===== src/rtl/cap_sched.sv =====
// cap_sched: round-robin scheduler for three capture requesters sharing one
// capture/sync controller. It arbitrates, raises a trigger, waits for the
// controller's ready handshake, then reports completion. A sticky error flag
// records a handshake timeout.
//
// state  | meaning
// -------+-------------------------------------------------------------
// S_WAIT | resynchronising: waiting for capr_rdy=1 after reset/timeout
// S_IDLE | free; arbitrates among req when enable=1
// S_TRIG | cap_trig high, waiting for the controller to drop capr_rdy
// S_ACK  | one-cycle gap after the controller accepted the trigger
// S_DONE | waiting for capr_rdy=1 to signal capture complete
module cap_sched #(
  parameter int TMO_W = 20,
  parameter int CNT_W = 16
) (
  input  logic             clk50,
  input  logic             rst_n,
  input  logic             enable,
  input  logic [2:0]       req,
  output logic [2:0]       gnt,
  output logic [2:0]       done,
  output logic             cap_trig,
  input  logic             capr_rdy,
  output logic             busy,
  output logic             tmo_err,
  output logic [CNT_W-1:0] cap_cnt
);

  typedef enum logic [2:0] {
    S_WAIT,
    S_IDLE,
    S_TRIG,
    S_ACK,
    S_DONE
  } state_t;

  // The timeout fires on the edge where the counter would reach all-ones.
  localparam logic [TMO_W-1:0] TMO_FIRE = {{(TMO_W-1){1'b1}}, 1'b0};

  state_t           state_q;
  logic [1:0]       last_q;
  logic [2:0]       gnt_q;
  logic [2:0]       done_q;
  logic             trig_q;
  logic             tmo_err_q;
  logic [CNT_W-1:0] cnt_q;
  logic [TMO_W-1:0] tmo_q;

  logic [1:0]       win_idx_d;
  logic             win_vld_d;
  logic [TMO_W-1:0] tmo_d;
  logic [CNT_W-1:0] cnt_d;

  // Round-robin pick: search starts at the bit after the last grant.
  always_comb begin
    win_vld_d = |req;
    win_idx_d = 2'd0;
    case (last_q)
      2'd0: begin
        if (req[1])      win_idx_d = 2'd1;
        else if (req[2]) win_idx_d = 2'd2;
        else             win_idx_d = 2'd0;
      end
      2'd1: begin
        if (req[2])      win_idx_d = 2'd2;
        else if (req[0]) win_idx_d = 2'd0;
        else             win_idx_d = 2'd1;
      end
      default: begin
        if (req[0])      win_idx_d = 2'd0;
        else if (req[1]) win_idx_d = 2'd1;
        else             win_idx_d = 2'd2;
      end
    endcase
  end

  // Saturating timeout increment and wrapping capture-count increment.
  always_comb begin
    tmo_d = (tmo_q == '1) ? tmo_q : tmo_q + TMO_W'(1);
    cnt_d = cnt_q + CNT_W'(1);
  end

  // Main sequencer; every output except busy is a register set here.
  always_ff @(posedge clk50) begin
    if (!rst_n) begin
      state_q   <= S_WAIT;
      last_q    <= 2'd2;
      gnt_q     <= '0;
      done_q    <= '0;
      trig_q    <= 1'b0;
      tmo_err_q <= 1'b0;
      cnt_q     <= '0;
      tmo_q     <= '0;
    end else begin
      done_q <= '0;
      tmo_q  <= '0;
      case (state_q)
        S_WAIT: begin
          if (capr_rdy) state_q <= S_IDLE;
        end
        S_IDLE: begin
          if (enable && win_vld_d) begin
            gnt_q   <= 3'b001 << win_idx_d;
            trig_q  <= 1'b1;
            last_q  <= win_idx_d;
            state_q <= S_TRIG;
          end
        end
        S_TRIG: begin
          if (!capr_rdy) begin
            trig_q  <= 1'b0;
            state_q <= S_ACK;
          end else if (tmo_q == TMO_FIRE) begin
            tmo_err_q <= 1'b1;
            gnt_q     <= '0;
            trig_q    <= 1'b0;
            state_q   <= S_WAIT;
          end else begin
            tmo_q <= tmo_d;
          end
        end
        S_ACK: begin
          state_q <= S_DONE;
        end
        S_DONE: begin
          if (capr_rdy) begin
            done_q  <= gnt_q;
            cnt_q   <= cnt_d;
            gnt_q   <= '0;
            state_q <= S_IDLE;
          end else if (tmo_q == TMO_FIRE) begin
            tmo_err_q <= 1'b1;
            gnt_q     <= '0;
            trig_q    <= 1'b0;
            state_q   <= S_WAIT;
          end else begin
            tmo_q <= tmo_d;
          end
        end
        default: begin
          gnt_q   <= '0;
          trig_q  <= 1'b0;
          state_q <= S_WAIT;
        end
      endcase
    end
  end

  assign gnt      = gnt_q;
  assign done     = done_q;
  assign cap_trig = trig_q;
  assign busy     = (state_q != S_IDLE);
  assign tmo_err  = tmo_err_q;
  assign cap_cnt  = cnt_q;

endmodule


===== config.mk =====
export PLATFORM = sky130hd
export DESIGN_NAME = cap_sched
export DESIGN_NICKNAME = d
export VERILOG_FILES = /design/src/rtl/cap_sched.sv
export SDC_FILE = /design/constraint.sdc
export NUM_CORES = 1
export LEC_CHECK = 0
export CORE_MARGIN = 5
export CORE_UTILIZATION = 54
export CTS_BUF_LIST = sky130_fd_sc_hd__clkbuf_4
export DETAILED_ROUTE_END_ITERATION = 10
export MAX_ROUTING_LAYER = met4
export PLACE_DENSITY = 0.79
export RECOVER_POWER = 25
export SETUP_SLACK_MARGIN = 0.05
export SYNTH_ARGS = -nofsm -noshare
export SYNTH_HDL_FRONTEND = slang
export SYNTH_SLANG_ARGS = --single-unit

===== constraint.sdc =====
create_clock -name clk50 -period 4.6 [get_ports clk50]
set_clock_uncertainty 0.1 [all_clocks]
set_input_delay 1.38 -clock clk50 [delete_from_list [all_inputs] [get_ports clk50]]
set_output_delay 1.38 -clock clk50 [all_outputs]
set_load 0.005 [all_outputs]

* Yosys cells after proc, flatten, opt, wreduce, memory -nomap -nowiden
Index checks and enable logic that the tools add are counted.
** Cells by class
- Add/subtract/negate cells :: 2
- Equal/unequal tests :: 12
- Shifts and indexed selects :: 1
- Mux-type cells :: 32
- Bitwise operators :: 1
- Reduce and logical (&&, ||, !) cells :: 13
** Operators by type and width (count)
- 20-bit 2-to-1 mux :: 4
- 20-bit equality test (second input constant) :: 2
- 20-bit case mux with 2 select lines :: 1
- 3-bit 2-to-1 mux :: 9
- 20-bit by 1-bit adder with 20-bit output (second input constant) :: 1
- 16-bit by 1-bit adder with 16-bit output (second input constant) :: 1
- 3-bit case mux with 5 select lines :: 1
- 3-bit case mux with 4 select lines :: 1
- 3-bit AND reduction :: 4
- 2-bit 2-to-1 mux :: 5
- 1-bit 2-to-1 mux :: 8
- 2-bit inequality test (second input constant) :: 4
- 3-bit by 2-bit equality test with 1-bit output (second input constant) :: 2
- 2-bit AND reduction :: 3
- 1-bit case mux with 4 select lines :: 1
- 2-bit case mux with 2 select lines :: 1
- 3-bit by 1-bit equality test with 1-bit output (second input constant) :: 1
- 3-bit equality test (second input constant) :: 1
- 3-bit zero test :: 1
- 3-bit by 1-bit inequality test with 1-bit output (second input constant) :: 1
- 3-bit OR reduction :: 1
- 1-bit by 2-bit left shift with 3-bit output (first input constant) :: 1
- 2-bit by 1-bit equality test with 1-bit output (second input constant) :: 1
- 2-bit zero test :: 1
- 5 further kinds :: 5
** Word-level totals
- Register bits after elaboration :: 49
- Input port bits :: 7
- Logic and storage cells :: 69

* Depth between registers and ports, before layout
- Depth after elaboration :: 6
- Depth in mapped cells :: 8
- Gate-level depth less buffers :: 7

* Worst setup path before layout
Ideal clock, no wire load.
- Path type :: input to register
- Start :: input capr_rdy
- End :: register cnt_q[15], in the netlist cap_cnt[15]
- Library setup time :: 0.135 ns
- Arrival :: 2.526 ns
- Data required time :: 4.365 ns
- Slack :: 1.838 ns
- Stages on the path :: 7
- Path buffers :: 3
- Path through :: clkbuf_2 > and4bb_1 > buf_6 > nand4_2 > buf_6 > o311ai_0 > o41ai_1
** On the way
- Cells in the longest elaborated chain, start to end :: 1
** RTL lines
- start, declared :: RTL line 24 : input logic capr_rdy,
- 2-bit AND reduction (no source line)
- end signal, assigned :: RTL line 129 : cnt_q <= cnt_d;
- end, declared :: RTL line 47 : logic [CNT_W-1:0] cnt_q;
Every way passes these cells.
A chain may end at the register's enable or synchronous reset.

* Worst setup path in the final report
- Start :: input capr_rdy
- End :: register tmo_q[18]
** On the way
- Cells in the longest elaborated chain, start to end :: 2
** RTL lines
- 20-bit 2-to-1 mux (on tied branches) :: RTL line 127, 111
- 20-bit case mux with 2 select lines * :: RTL line 98 : case (state_q)
- end signal, assigned :: RTL line 120 : tmo_q <= tmo_d;
- end signal, assigned :: RTL line 138 : tmo_q <= tmo_d;
- end, declared :: RTL line 48 : logic [TMO_W-1:0] tmo_q;
Every way passes the cells marked *; elsewhere a longest branch is shown, timed or not.

==> impl_metrics.tcl <==
set metrics [dict create \
    hp-class "register to register" \
    synth_most_common_cell "dfxtp_1" \
    ys_seq_area_frac 0.413 \
    path_buf_inv 1 \
    syn_inst 273 \
    ys_top_cells_by_count "dfxtp_1, nor2_1, nand2_1" \
    drt_iter0_drc 126 \
    drc 0 \
    clock.fmax_ghz 0.297 \
    period_share 0.733 \
    cp_slowest_cell "dlygate4sd3_1" \
    ir_worst_vdd_v 0.000176 \
    port_buffers 31 \
    die_w_um 76.3 \
    r2r_end "tmo_q[16]" \
    clk_latency_ns 0.36 \
    ys_types 55 \
    row_count 24 \
    power_density_nw_per_um2 245 \
    design.core.area_um2 4320 \
    r2r_cells 5 \
    worstMarginPinSlew_ns 0.760 \
    start_util 0.549 \
    via_count 2060 \
    hold_path_depth 2 \
    viasPerCell 5.84 \
    synth_top_area_frac 0.413 \
    grt_overflow 0 \
    finalSetupViolCount 0 \
    finalWirelength_mm 4.76 \
    ys_async_sr_fraction 0 \
    grt_max_degree 21 \
    max_stage_delay_ns 0.64 \
    slew-limit-headroom 0.492 \
    endpoint "tmo_q[18]" \
    synth_area_um2 2380 \
    dr.pass1.iters 4 \
    synth-main-ff-cell "dfxtp_1" \
    hold_violations 0 \
    grt_pass1_vias 1805 \
    syn_area_per_cell_um2 8.70 \
    power.leakage_uw 0.000883 \
    fin_worst_hold_slack_ns 0.384 \
    grt_usage 0.172 \
    path_delay_family "simple AND/OR/NAND/NOR gates" \
    status "completed" \
    design_area_um2 2730 \
    wl_per_cell_um 13.5 \
    synth_top_cell_by_area "dfxtp_1" \
    drive_gt1_frac 0.0831 \
    post_cts_buffers 0 \
    area_growth_pct 15.1 \
    grt_pass1_wl_mm 8.27 \
    die_y_um 76.3 \
    crit_start "capr_rdy" \
    die_area_um2 5830 \
    reg2reg_slack_ns 2.01 \
    multi_input_area_um2 1290 \
    postPlaceCellArea_um2 2680 \
    cts_hold_buffers 0 \
    clock_sinks 49 \
    cts_root_buf "clkbuf_4" \
    nFillCells 385 \
    start_kind "primary input" \
    cp.depth 5 \
    yosys-top-cells-area "dfxtp_1, nor2_1, xnor2_1" \
    end_kind "register" \
    cap_violations 0 \
    min_period_ns 3.37 \
    path_clk_slew_ns 0.13 \
    register_area_um2 981 \
    synth_nets 283 \
    yosysWarnings 0 \
    cts_buffers 5 \
    ys_ff_latch 49 \
    rr_startpoint "tmo_q[10]" \
    critPathArrivalTime_ns 3.54 \
    cts_resized 0 \
    setup-tns-final_ns 0 \
    cts_htree_levels 2 \
    rsz0062_at_grt "false" \
    final_nets 310 \
    drtAntennaViolNets 0 \
    antenna_found_initial 0 \
    cts_tree "built" \
    synth_edf_count 0 \
    crit_fanout 20 \
    path_cells "dlygate4sd3_1, nor4b_1, a31o_2, nand3_1, a311oi_1" \
    cp_data_required_time_ns 4.77 \
    final_util 0.632 \
    slew_violations 0 \
    place_congestion 0.860 \
    dp_hpwl_mm 3.42 \
    critPathKind "primary input to register" \
    antenna_cells 0 \
    clock_path_buffers 2 \
    ios 32 \
]
power by group:
part | internal [uW] | switching (uW) | total, uW
sequential | 428 | 5.51 | 434
combinational | 20.2 | 22.4 | 42.7
clock | 64.3 | 130 | 194
total | 513 | 158 | 670
registers in the layout, summed over array words and instances (netlist names):
register and cells:
cap_trig 1, last_q 2, done 3, state_q 3, cap_cnt 16, tmo_err 1
gnt 3, tmo_q 20
metal layers:
layer / up-vias / GRT usage / wire (um)
met5: - / - / 0
met4: 0 / 0.0524 / 65
met3: 7 / 0.0496 / 233
met2: 43 / 0.271 / 2230
met1: 957 / 0.214 / 2240
li1: 1053 / - / -
layout by cell type, fill, tap and decap left out, drive strengths merged, types with 2 or more instances in the layout:
cell | netlist | layout
dfxtp | 49 | 49
nor2 | 39 | 39
clkdlybuf4s50 | 0 | 25
nand2 | 19 | 19
a21oi | 17 | 17
nand3 | 14 | 14
xnor2 | 13 | 13
nand4 | 12 | 12
nor3 | 10 | 10
and3 | 8 | 8
a211oi | 7 | 7
inv | 6 | 6
xor2 | 6 | 6
o21ai | 6 | 6
clkbuf | 4 | 6
dlygate4sd3 | 0 | 6
nor4 | 5 | 5
or3 | 5 | 5
and4 | 4 | 4
a31oi | 4 | 4
o22ai | 4 | 4
nand2b | 3 | 3
o31ai | 3 | 3
ha | 3 | 3
clkinv | 1 | 3
mux2i | 2 | 2
and2 | 2 | 2
o32ai | 2 | 2
a2111oi | 2 | 2
metrics by stage:
step	power (uW)	cells	worst slack [ns]
floorplan	470	273	1.84
global placement	486	345	1.01
detailed placement	486	345	0.910
CTS	682	353	1.30
global route	706	353	1.02
finish	670	353	1.23
worst min-delay path by stage:
stage	startpoint	endpoint	slack (ns)
floorplan	last_q[0]	last_q[0]	0.34
global placement	last_q[0]	last_q[0]	0.37
detailed placement	gnt[1]	gnt[1]	0.37
CTS	gnt[1]	gnt[1]	0.39
global route	gnt[1]	gnt[1]	0.42
finish	last_q[0]	last_q[0]	0.38
cell type report:
type / instances / share of cell area
multi-input combinational: 205 / 0.471
sequential: 49 / 0.359
timing repair buffer: 32 / 0.116
tap: 52 / 0.0238
clock buffer: 6 / 0.0165
inverter: 7 / 0.00961
clock inverter: 2 / 0.00366
cells by family (layout without fill, tap and decap cells):
group / Yosys count / count (layout) / share of synthesized area
and+or+nand+nor: 126 / 126 / 0.294
buffers and inverters: 19 / 47 / 0.0448
DFF: 49 / 49 / 0.413
adders and majority gates: 3 / 3 / 0.0158
muxes: 2 / 2 / 0.00843
xor gates and xnor gates: 19 / 19 / 0.0700
AOI/OAI and AO/OA: 55 / 55 / 0.154
worst register-to-register path, stage by stage (launching register included):
cell     delay [ns]
dfxtp_1        0.45
nand3_2        0.20
nor4_4         0.69
nand2_1        0.24
nand3_1        0.64
nor3_1         0.14
No activity file was read; power rests on OpenSTA's default activity.
